`src/rtl/hazard_pkg.sv`:
```
// Shared hazard-unit types: forward-select codes, matcher hit stages, stage record
// and the MIPS Tnew/Tuse classes used by the decoder.
package hazard_pkg;

   localparam logic [1:0] FWD_RF = 2'd0;
   localparam logic [1:0] FWD_M  = 2'd1;
   localparam logic [1:0] FWD_W  = 2'd2;

   typedef enum logic [1:0] {
      HIT_NONE = 2'd0,
      HIT_E    = 2'd1,
      HIT_M    = 2'd2,
      HIT_W    = 2'd3
   } hit_stage_t;

   localparam int REC_AW = 5;
   localparam int REC_TW = 2;

   typedef struct packed {
      logic              valid;
      logic [REC_AW-1:0] wa;
      logic [REC_TW-1:0] tnew;
   } stage_rec_t;

   localparam logic [REC_TW-1:0] TNEW_ALU    = 2'd1;
   localparam logic [REC_TW-1:0] TNEW_LOAD   = 2'd2;
   localparam logic [REC_TW-1:0] TUSE_BRANCH = 2'd0;
   localparam logic [REC_TW-1:0] TUSE_ALU    = 2'd1;
   localparam logic [REC_TW-1:0] TUSE_STORE  = 2'd2;

endpackage

```
`src/rtl/hazard_scoreboard_fwd_src_match.sv`:
```
// Combinational priority matcher of one source address against the E/M/W writer
// records (index 0 = E, 1 = M, 2 = W); the youngest matching stage wins.
module fwd_src_match
   import hazard_pkg::*;
#(
   parameter int REG_AW = 5,
   parameter int TNEW_W = 2
) (
   input  logic [REG_AW-1:0]   addr,
   input  logic [2:0]          rec_valid,
   input  logic [3*REG_AW-1:0] rec_wa,
   input  logic [3*TNEW_W-1:0] rec_tnew,
   output hit_stage_t          hit_stage,
   output logic [TNEW_W-1:0]   hit_tnew
);

   logic [2:0] match;

   for (genvar k = 0; k < 3; k++) begin : g_cmp
      assign match[k] = rec_valid[k] && (rec_wa[k*REG_AW +: REG_AW] == addr) &&
                        (addr != {REG_AW{1'b0}});
   end

   always_comb begin
      hit_stage = HIT_NONE;
      hit_tnew  = {TNEW_W{1'b0}};
      if (match[0]) begin
         hit_stage = HIT_E;
         hit_tnew  = rec_tnew[0 +: TNEW_W];
      end else if (match[1]) begin
         hit_stage = HIT_M;
         hit_tnew  = rec_tnew[TNEW_W +: TNEW_W];
      end else if (match[2]) begin
         hit_stage = HIT_W;
         hit_tnew  = rec_tnew[2*TNEW_W +: TNEW_W];
      end else begin
         hit_stage = HIT_NONE;
         hit_tnew  = {TNEW_W{1'b0}};
      end
   end

endmodule

```
`src/rtl/hazard_scoreboard.sv`:
```
// Hazard/forwarding scoreboard for the 5-stage MIPS core: E/M/W writer records,
// D/E forward selects, D stall and mult/div busy. Optional HAZARD_PERF_CNT_EN stall counter.
module hazard_scoreboard
   import hazard_pkg::*;
#(
   parameter int NUM_SRC     = 2,
   parameter int REG_AW      = 5,
   parameter int TNEW_W      = 2,
   parameter int MD_MULT_CYC = 5,
   parameter int MD_DIV_CYC  = 10
) (
   input  logic                        clk,
   input  logic                        reset,
   input  logic                        dec_valid,
   input  logic [REG_AW-1:0]           dec_wa,
   input  logic [TNEW_W-1:0]           dec_tnew,
   input  logic [NUM_SRC*REG_AW-1:0]   dec_src_addr,
   input  logic [NUM_SRC*TNEW_W-1:0]   dec_src_tuse,
   input  logic                        dec_md_use,
   input  logic                        e_md_start,
   input  logic                        e_md_div,
   output logic                        stall_d,
   output logic [NUM_SRC*2-1:0]        fwd_sel_d,
   output logic [NUM_SRC*2-1:0]        fwd_sel_e,
   output logic                        md_busy,
   output logic [31:0]                 perf_stall_cnt
);

   localparam int MD_MAX = (MD_DIV_CYC > MD_MULT_CYC) ? MD_DIV_CYC : MD_MULT_CYC;
   localparam int MD_W   = $clog2(MD_MAX + 1);

   function automatic logic [TNEW_W-1:0] tnew_age(input logic [TNEW_W-1:0] t);
      return (t != {TNEW_W{1'b0}}) ? t - {{(TNEW_W-1){1'b0}}, 1'b1} : {TNEW_W{1'b0}};
   endfunction

   // Records packed per stage: slot 0 = E, 1 = M, 2 = W
   logic [2:0]                rec_valid;
   logic [3*REG_AW-1:0]       rec_wa;
   logic [3*TNEW_W-1:0]       rec_tnew;
   logic [NUM_SRC*REG_AW-1:0] src_e;
   logic [MD_W-1:0]           md_cnt;

   logic                      e_load;
   logic [REG_AW-1:0]         e_wa;
   logic [TNEW_W-1:0]         e_tnew;
   logic [NUM_SRC-1:0]        data_hz;

   assign e_load = dec_valid && !stall_d;
   assign e_wa   = e_load ? dec_wa : {REG_AW{1'b0}};
   assign e_tnew = !e_load ? {TNEW_W{1'b0}} :
                   (dec_tnew == {TNEW_W{1'b0}}) ? {{(TNEW_W-1){1'b0}}, 1'b1} : dec_tnew;

   for (genvar i = 0; i < NUM_SRC; i++) begin : g_src
      hit_stage_t        hit_d, hit_e;
      logic [TNEW_W-1:0] tnew_d, tnew_e;

      fwd_src_match #(.REG_AW(REG_AW), .TNEW_W(TNEW_W)) u_match_d (
         .addr      (dec_src_addr[i*REG_AW +: REG_AW]),
         .rec_valid (rec_valid),
         .rec_wa    (rec_wa),
         .rec_tnew  (rec_tnew),
         .hit_stage (hit_d),
         .hit_tnew  (tnew_d)
      );

      // E-stage operands are already past E, so only M and W can supply them
      fwd_src_match #(.REG_AW(REG_AW), .TNEW_W(TNEW_W)) u_match_e (
         .addr      (src_e[i*REG_AW +: REG_AW]),
         .rec_valid ({rec_valid[2:1], 1'b0}),
         .rec_wa    (rec_wa),
         .rec_tnew  (rec_tnew),
         .hit_stage (hit_e),
         .hit_tnew  (tnew_e)
      );

      assign data_hz[i] = (hit_d != HIT_NONE) && (tnew_d > dec_src_tuse[i*TNEW_W +: TNEW_W]);
      assign fwd_sel_d[2*i +: 2] = ((hit_d == HIT_M) && (tnew_d == {TNEW_W{1'b0}})) ? FWD_M :
                                   (hit_d == HIT_W) ? FWD_W : FWD_RF;
      assign fwd_sel_e[2*i +: 2] = ((hit_e == HIT_M) && (tnew_e == {TNEW_W{1'b0}})) ? FWD_M :
                                   (hit_e == HIT_W) ? FWD_W : FWD_RF;
   end

   assign md_busy = (md_cnt != {MD_W{1'b0}});
   assign stall_d = (|data_hz) || (dec_md_use && (md_busy || e_md_start));

   always_ff @(posedge clk or posedge reset) begin
      if (reset) begin
         rec_valid <= 3'b000;
         rec_wa    <= {(3*REG_AW){1'b0}};
         rec_tnew  <= {(3*TNEW_W){1'b0}};
         src_e     <= {(NUM_SRC*REG_AW){1'b0}};
      end else begin
         rec_valid <= {rec_valid[1], rec_valid[0], e_load};
         rec_wa    <= {rec_wa[REG_AW +: REG_AW], rec_wa[0 +: REG_AW], e_wa};
         rec_tnew  <= {tnew_age(rec_tnew[TNEW_W +: TNEW_W]), tnew_age(rec_tnew[0 +: TNEW_W]), e_tnew};
         src_e     <= e_load ? dec_src_addr : {(NUM_SRC*REG_AW){1'b0}};
      end
   end

   // A new start always reloads, even over a running operation
   always_ff @(posedge clk or posedge reset) begin
      if (reset) begin
         md_cnt <= {MD_W{1'b0}};
      end else if (e_md_start) begin
         md_cnt <= e_md_div ? MD_W'(MD_DIV_CYC) : MD_W'(MD_MULT_CYC);
      end else if (md_busy) begin
         md_cnt <= md_cnt - {{(MD_W-1){1'b0}}, 1'b1};
      end else begin
         md_cnt <= md_cnt;
      end
   end

`ifdef HAZARD_PERF_CNT_EN
   always_ff @(posedge clk or posedge reset) begin
      if (reset) begin
         perf_stall_cnt <= 32'd0;
      end else if (stall_d && (perf_stall_cnt != 32'hFFFF_FFFF)) begin
         perf_stall_cnt <= perf_stall_cnt + 32'd1;
      end else begin
         perf_stall_cnt <= perf_stall_cnt;
      end
   end
`else
   assign perf_stall_cnt = 32'd0;
`endif

endmodule
```
`config.mk`:
```
export PLATFORM = sky130hd
export DESIGN_NAME = hazard_scoreboard
export DESIGN_NICKNAME = d
export VERILOG_FILES = /design/src/rtl/hazard_pkg.sv /design/src/rtl/hazard_scoreboard_fwd_src_match.sv /design/src/rtl/hazard_scoreboard.sv
export SDC_FILE = /design/constraint.sdc
export NUM_CORES = 1
export LEC_CHECK = 0
export BUFFER_PORTS_ARGS = -buffer_cell sky130_fd_sc_hd__buf_2
export CORE_UTILIZATION = 53
export DETAILED_ROUTE_END_ITERATION = 7
export GPL_ROUTABILITY_DRIVEN = 0
export HOLD_SLACK_MARGIN = 0.08
export MAX_ROUTING_LAYER = met4
export PLACE_DENSITY_LB_ADDON = 0.08
export RECOVER_POWER = 25
export SYNTH_ARGS = -nofsm -noshare
export SYNTH_HDL_FRONTEND = slang
export SYNTH_SLANG_ARGS = --single-unit
```
`constraint.sdc`:
```
create_clock -name clk -period 3.6 [get_ports clk]
set_clock_uncertainty 0.05 [all_clocks]
set_input_delay 0.18 -clock clk [delete_from_list [all_inputs] [get_ports clk]]
set_output_delay 0.18 -clock clk [all_outputs]
set_load 0.02 [all_outputs]
```
Word level (Yosys, flattened, before mapping). Index checks and enable logic that the tools add are counted.

Register bits after elaboration: 38. Logic and storage cells: 112. Output and inout bits: 42. Input port bits: 27.

Reduce and logical (&&, ||, !) cells: 47. Magnitude comparators: 2. Muxes and demuxes: 37. Add/sub/neg operators: 3. Equality and inequality tests: 18.

Operators by type and width (count): 2-bit 2-to-1 mux (32); 5-bit equality test (10); 1-bit logical AND (28); 5-bit nonzero test (4); 2-bit equality test (second input constant) (8); 4-bit 2-to-1 mux (3); 2-bit zero test (5); 10-bit 2-to-1 mux (1); 2-bit nonzero test (5); 5-bit 2-to-1 mux (1); 2-bit > comparator (2); 4-bit nonzero test (1); 2-bit by 1-bit subtractor with 2-bit output (second input constant) (2); 4-bit by 1-bit subtractor with 4-bit output (second input constant) (1); 1-bit logical OR (2); 2-bit OR reduction (1); 1-bit zero test (1).

Longest topological paths before layout.
Depth in word-level cells: 13. Gate-level depth with buffers: 13. Depth with buffers taken out: 10.

Modules after synthesis. A second synthesis with hierarchy kept.

Cells, all modules: 326. Area, all modules: 2989.1 sq um.

Modules (own cells, without submodules): hazard_scoreboard (instances 1, area each 1853.0 sq um, sequential area each 950.9 sq um, cells each 162); fwd_src_match (instances 4, area each 284.0 sq um, sequential area each 0.0 sq um, cells each 41).

Worst setup path before layout. No wires, ideal clock.

Path kind: register -> output. Start: register rec_wa[9]. End: output stall_d. Stages on the path, launching flop included: 13. Buffers on the path: 2. Arrival: 3.110 ns. Data required time: 3.370 ns. Setup slack: 0.260 ns. Path through: dfrtp_1 -> clkbuf_1 -> xnor2_1 -> nand4_1 -> or4_1 -> buf_6 -> mux2_1 -> mux2_2 -> ha_1 -> nor2b_1 -> o21ai_0 -> a31oi_4 -> or3_1.

Cells in the longest elaborated chain, start to end: 9. Elaborated cells on any way between the ends: 22. Those cells by class: order compare (2); eq/ne (2); mux (8); reduce/logical (10).

RTL lines: start, declared (line hazard_scoreboard.sv:38) `logic [3*REG_AW-1:0] rec_wa;`; start signal, assigned (line hazard_scoreboard.sv:89) `rec_wa <= {(3*REG_AW){1'b0}};`; start signal, assigned (line hazard_scoreboard.sv:94) `rec_wa <= {rec_wa[REG_AW +: REG_AW], rec_wa[0 +: REG_AW], e_wa};`; 5-bit equality test (line hazard_scoreboard_fwd_src_match.sv:20) `assign match[k] = rec_valid[k] && (rec_wa[k*REG_AW +: REG_AW] == addr) &&`; 1-bit logical AND (2 in series) (line hazard_scoreboard_fwd_src_match.sv:20); 2-bit 2-to-1 mux (line hazard_scoreboard_fwd_src_match.sv:30) `end else if (match[1]) begin`; 2-bit 2-to-1 mux (line hazard_scoreboard_fwd_src_match.sv:27) `if (match[0]) begin`; 2-bit > comparator or 2-bit nonzero test (tied branches) (line hazard_scoreboard.sv:76) `assign data_hz[i] = (hit_d != HIT_NONE) && (tnew_d > dec_src_tuse[i*TNEW_W +: TNEW_W]);`; 1-bit logical AND (line hazard_scoreboard.sv:76); 2-bit OR reduction (*) (line hazard_scoreboard.sv:84) `assign stall_d = (|data_hz) || (dec_md_use && (md_busy || e_md_start));`; 1-bit logical OR (*) (line hazard_scoreboard.sv:84); end, declared (line hazard_scoreboard.sv:22) `output logic stall_d,`.

Every way passes the cells marked *; elsewhere a longest branch is shown, timed or not.

Worst setup path after layout.
Start: register rec_wa[6]. End: output stall_d.

The elaborated chain is that of the path after synthesis.

==> summary.md <==
| Metric | Value |
|---|---|
| Cts bufs inserted | `5` |
| Initial Utilization | `a little under three fifths` |
| Met1 Track Usage GR | `approximately 33%` |
| Tmin final | `approximately 3.5 ns` |
| Overflow after GRT | `0` |
| CTS max path bufs | `2` |
| Leading area contributor after synthesis | `dfrtp_1` |
| Psw | `0.000305 W` |
| # DRC | `0` |
| Initial antenna violation count | `0` |
| Post-synth cell types | `35` |
| Fmax | `approximately 0.29 GHz` |
| DRT iter0 DRCs | `98` |
| Mapped cell area | `2650 sq um` |
| Final wirelength | `~5900 um` |
| Root buf cell | `clkbuf_8` |
| Multi-input gate area | `approximately 1500 sq um` |
| Top Usage Layer GRT | `met2` |
| Cells after Synth | `between 200 and 300` |
| Post-synthesis sequential area ratio | `between 30% and 40%` |
| Max cap viols | `1` |
| Number of global-route vias before repair | `about 1900` |
| Register Area | `between 900 and 1000 sq um` |
| 1st-pass router iterations | `4` |
| Worst skew pair latency | `slightly below 0.3 ns` |
| Fillers | `between 400 and 500` |
| Critical Setup Path Class | `reg -> out` |
| IO Count | `69` |
| Endpoints failing setup | `0` |
| Setup_tns | `0 ns` |
| # clock sinks | `38` |
| Clock power share | `about a third` |
| Via density | `5.12` |
| HP Class | `in -> reg` |
| Placed inst area | `about 2700 sq um` |
| Violated checks | `capacitance limit, slew limit` |
| Comb pwr share | `between 20 and 25%` |
| CTS tree | `done` |
| DR WL/cell | `approximately 16 um` |
| CP cell instances | `xnor2_2 > nand4_1 > or4_4 > mux2_1 > mux2_2 > ha_1 > nor2b_1 > o21ai_2 > a31oi_4 > or3_4 > buf_4` |
| Seq pwr share | `a little under half` |
| Synth Warn # | `0` |
| Max Slew Vio Count | `39` |
| Area grow syn2layout | `12.6%` |
| Layout cell share with drive strength beyond 1 | `26.7%` |
| Crit share post-route | `96.7%` |
| Arrival time at the worst endpoint | `between 3 and 4 ns` |
| Layout Nets | `343` |
| Total power | `~0.0010 W` |
| Seq cells post-synth | `38` |
| GR met2 Demand/Resource | `around two fifths` |
| CP max stage delay | `about 0.44 ns` |
| GR Layer Usage met3 | `about 4.8%` |
| Crit path max-delay cell type | `or4_4` |
| Worst Tran Pin Value | `about 2.1 ns` |
| Switching Share | `29.1%` |
| Worst Path Max Fanout | `3` |
| Die Wd | `~73 um` |
| Leakage | `between 1 and 1.5 nW` |
| DPL Wire Length | `about 4200 um` |
| Via count | `about 1900` |
| Post-Place Setup Slack | `about 0.18 ns` |
| Core Rows | `25` |
| Area contributors post-synth | `dfrtp_1 (36%), xnor2_1 (13%), buf_4 (9.1%)` |
| Overall routing resource usage | `25.1%` |
| Power Dens Cells | `351 nW/um^2` |
| Outcome | `complete, but fails checks` |
| Pint | `~0.00074 W` |
| First-pass GRT wire length | `approximately 9500 um` |
| Number of port buffers | `36` |
| Detail Route Antenna Nets | `0` |
| Placed Cells | `359` |
| Largest net degree at the start of global routing | `39` |
| Final Hold Fails | `0` |
| Vert. Die Dim | `72.8 um` |
| Yosys top cell area share | `roughly 36%` |
| Cell area after layout | `about 3000 sq um` |
| CTS clk-pin slew, worst paths | `~0.070 ns` |
| Relative slew slack | `-37.0%` |
| Endpoint class of the critical path | `output port` |
| Final std cells w/o fill | `~380` |
| VDD IR max | `around 0.26 mV` |
| Die ar. | `~5300 sq um` |
| CP top delay family | `simple AND/OR/NAND/NOR gates` |
| Ant diodes | `0` |
| Final WS setup | `around 0.12 ns` |
| Htree depth | `2` |
| Crit path buf inv count | `1` |
| Req. time, crit path | `between 3 and 4 ns` |
| CORE AREA | `4790 sq um` |
| Syn_area_per_cell | `9.90 sq um` |
| CP Launch Type | `register` |
## cell usage after synthesis
library cell and instances:
and2_1 2, nor2_1 5, buf_6 4, dfrtp_1 38
nor4_2 10, inv_1 7, mux2_1 2, nor4_1 11
clkbuf_1 10, o31a_1 1, nand2_1 25, nor3b_1 3
a21oi_1 1, or3_4 1, a31oi_4 2, nor4b_1 7
or3_1 2, buf_2 2, conb_1 1, mux2i_1 2
buf_4 32, buf_1 2, or4_1 8, o21ai_0 4
o31ai_1 1, mux2_2 4, clkbuf_2 1, xnor2_1 40
xor2_1 12, nor2b_1 7, o21a_1 2, ha_1 6
nor3_1 1, nor2_2 2, nand4_1 10
## sequential cells by signal (all words and copies together), names as in the netlist
name       flops
src_e         10
rec_tnew       6
rec_wa        15
rec_valid      3
md_cnt         4
## path summary, 6_finish.rpt
check	startpoint	endpoint	slack (ns)	depth (start not counted)
max	rec_wa[6]$_DFF_PP0_	stall_d	0.12	11
min in group asynchronous	reset	src_e[6]$_DFF_PP0_	1.13	4
min	e_md_start	md_cnt[3]$_DFFE_PP0N_	0.1	2
min reg2reg	rec_valid[0]$_DFF_PP0_	rec_valid[1]$_DFF_PP0_	0.38	0
max in group asynchronous	reset	rec_wa[8]$_DFF_PP0_	1.05	4
max reg2reg	rec_wa[6]$_DFF_PP0_	rec_tnew[1]$_DFF_PP0_	0.49	11
## metrics by stage
step / utilization, % / hold slack [ns]
finish: 62.5 / 0.0954
global route: 62.5 / 0.102
CTS: 61.2 / 0.0945
detailed placement: 57.4 / 0.265
global placement: 57.4 / 0.266
floorplan: - / 0.226
## what timing repair did
action,in CTS,in global routing
pin swaps,0,1
hold buffers,7,0
setup buffers,0,4
endpoints found under the setup margin,1,1
resized for setup,2,12
endpoints found under the hold margin,44,0
## logic make-up after synthesis
logic type	count (synthesis)	share of synthesized area, %
AO/OA/AOI/OAI	11	3.72
XOR/XNOR	52	17.2
adder cells (fa/ha/maj)	6	2.83
buffers and inverters	58	14.0
flip-flops	38	35.8
multiplexers	8	3.30
other	1	0.141
AND/OR/NAND/NOR	94	23.0
## layout make-up
cell class              instances  share of cell area, %
repair buffers                 55                   11.1
inverters                       7                  0.879
well taps                      67                   2.80
clock inverters                 3                   1.34
multi-input cells             203                   49.6
flip-flops and latches         38                   32.0
clock buffers                   5                   2.30
## power by group through the flow
stage / Sequential (W) / Clock, W / Combinational, W
global route: 0.000488 / 0.000385 / 0.000237
detailed placement: 0.000493 / 0 / 0.000198
finish: 0.000484 / 0.000353 / 0.000212
CTS: 0.000485 / 0.000358 / 0.000204
floorplan: 0.000478 / 0 / 0.000185
global placement: 0.000493 / 0 / 0.000196
## cells in the final DEF, fill, tap and decap left out, types with 3 or more instances in the layout
| cell | instances |
|---|---|
| mux2_2 | 4 |
| clkbuf_1 | 3 |
| nor4_2 | 10 |
| nand4_1 | 10 |
| clkbuf_8 | 5 |
| inv_1 | 7 |
| nand2_1 | 25 |
| or4_1 | 6 |
| conb_1 | 32 |
| nor4_1 | 11 |
| xnor2_1 | 38 |
| dfrtp_1 | 34 |
| buf_4 | 9 |
| nor2b_1 | 7 |
| ha_1 | 6 |
| buf_2 | 35 |
| nor3b_1 | 3 |
| nor4b_1 | 7 |
| xor2_1 | 12 |
| dlygate4sd3_1 | 7 |
| dfrtp_2 | 4 |
| nor2_1 | 5 |
## routing by layer
layer	vias to the layer above	wire length [um]
met4	0	53
met3	8	256
met2	59	2840
met1	928	2750
met5	-	0
li1	939	-
Power figures use the tool's default switching activity.
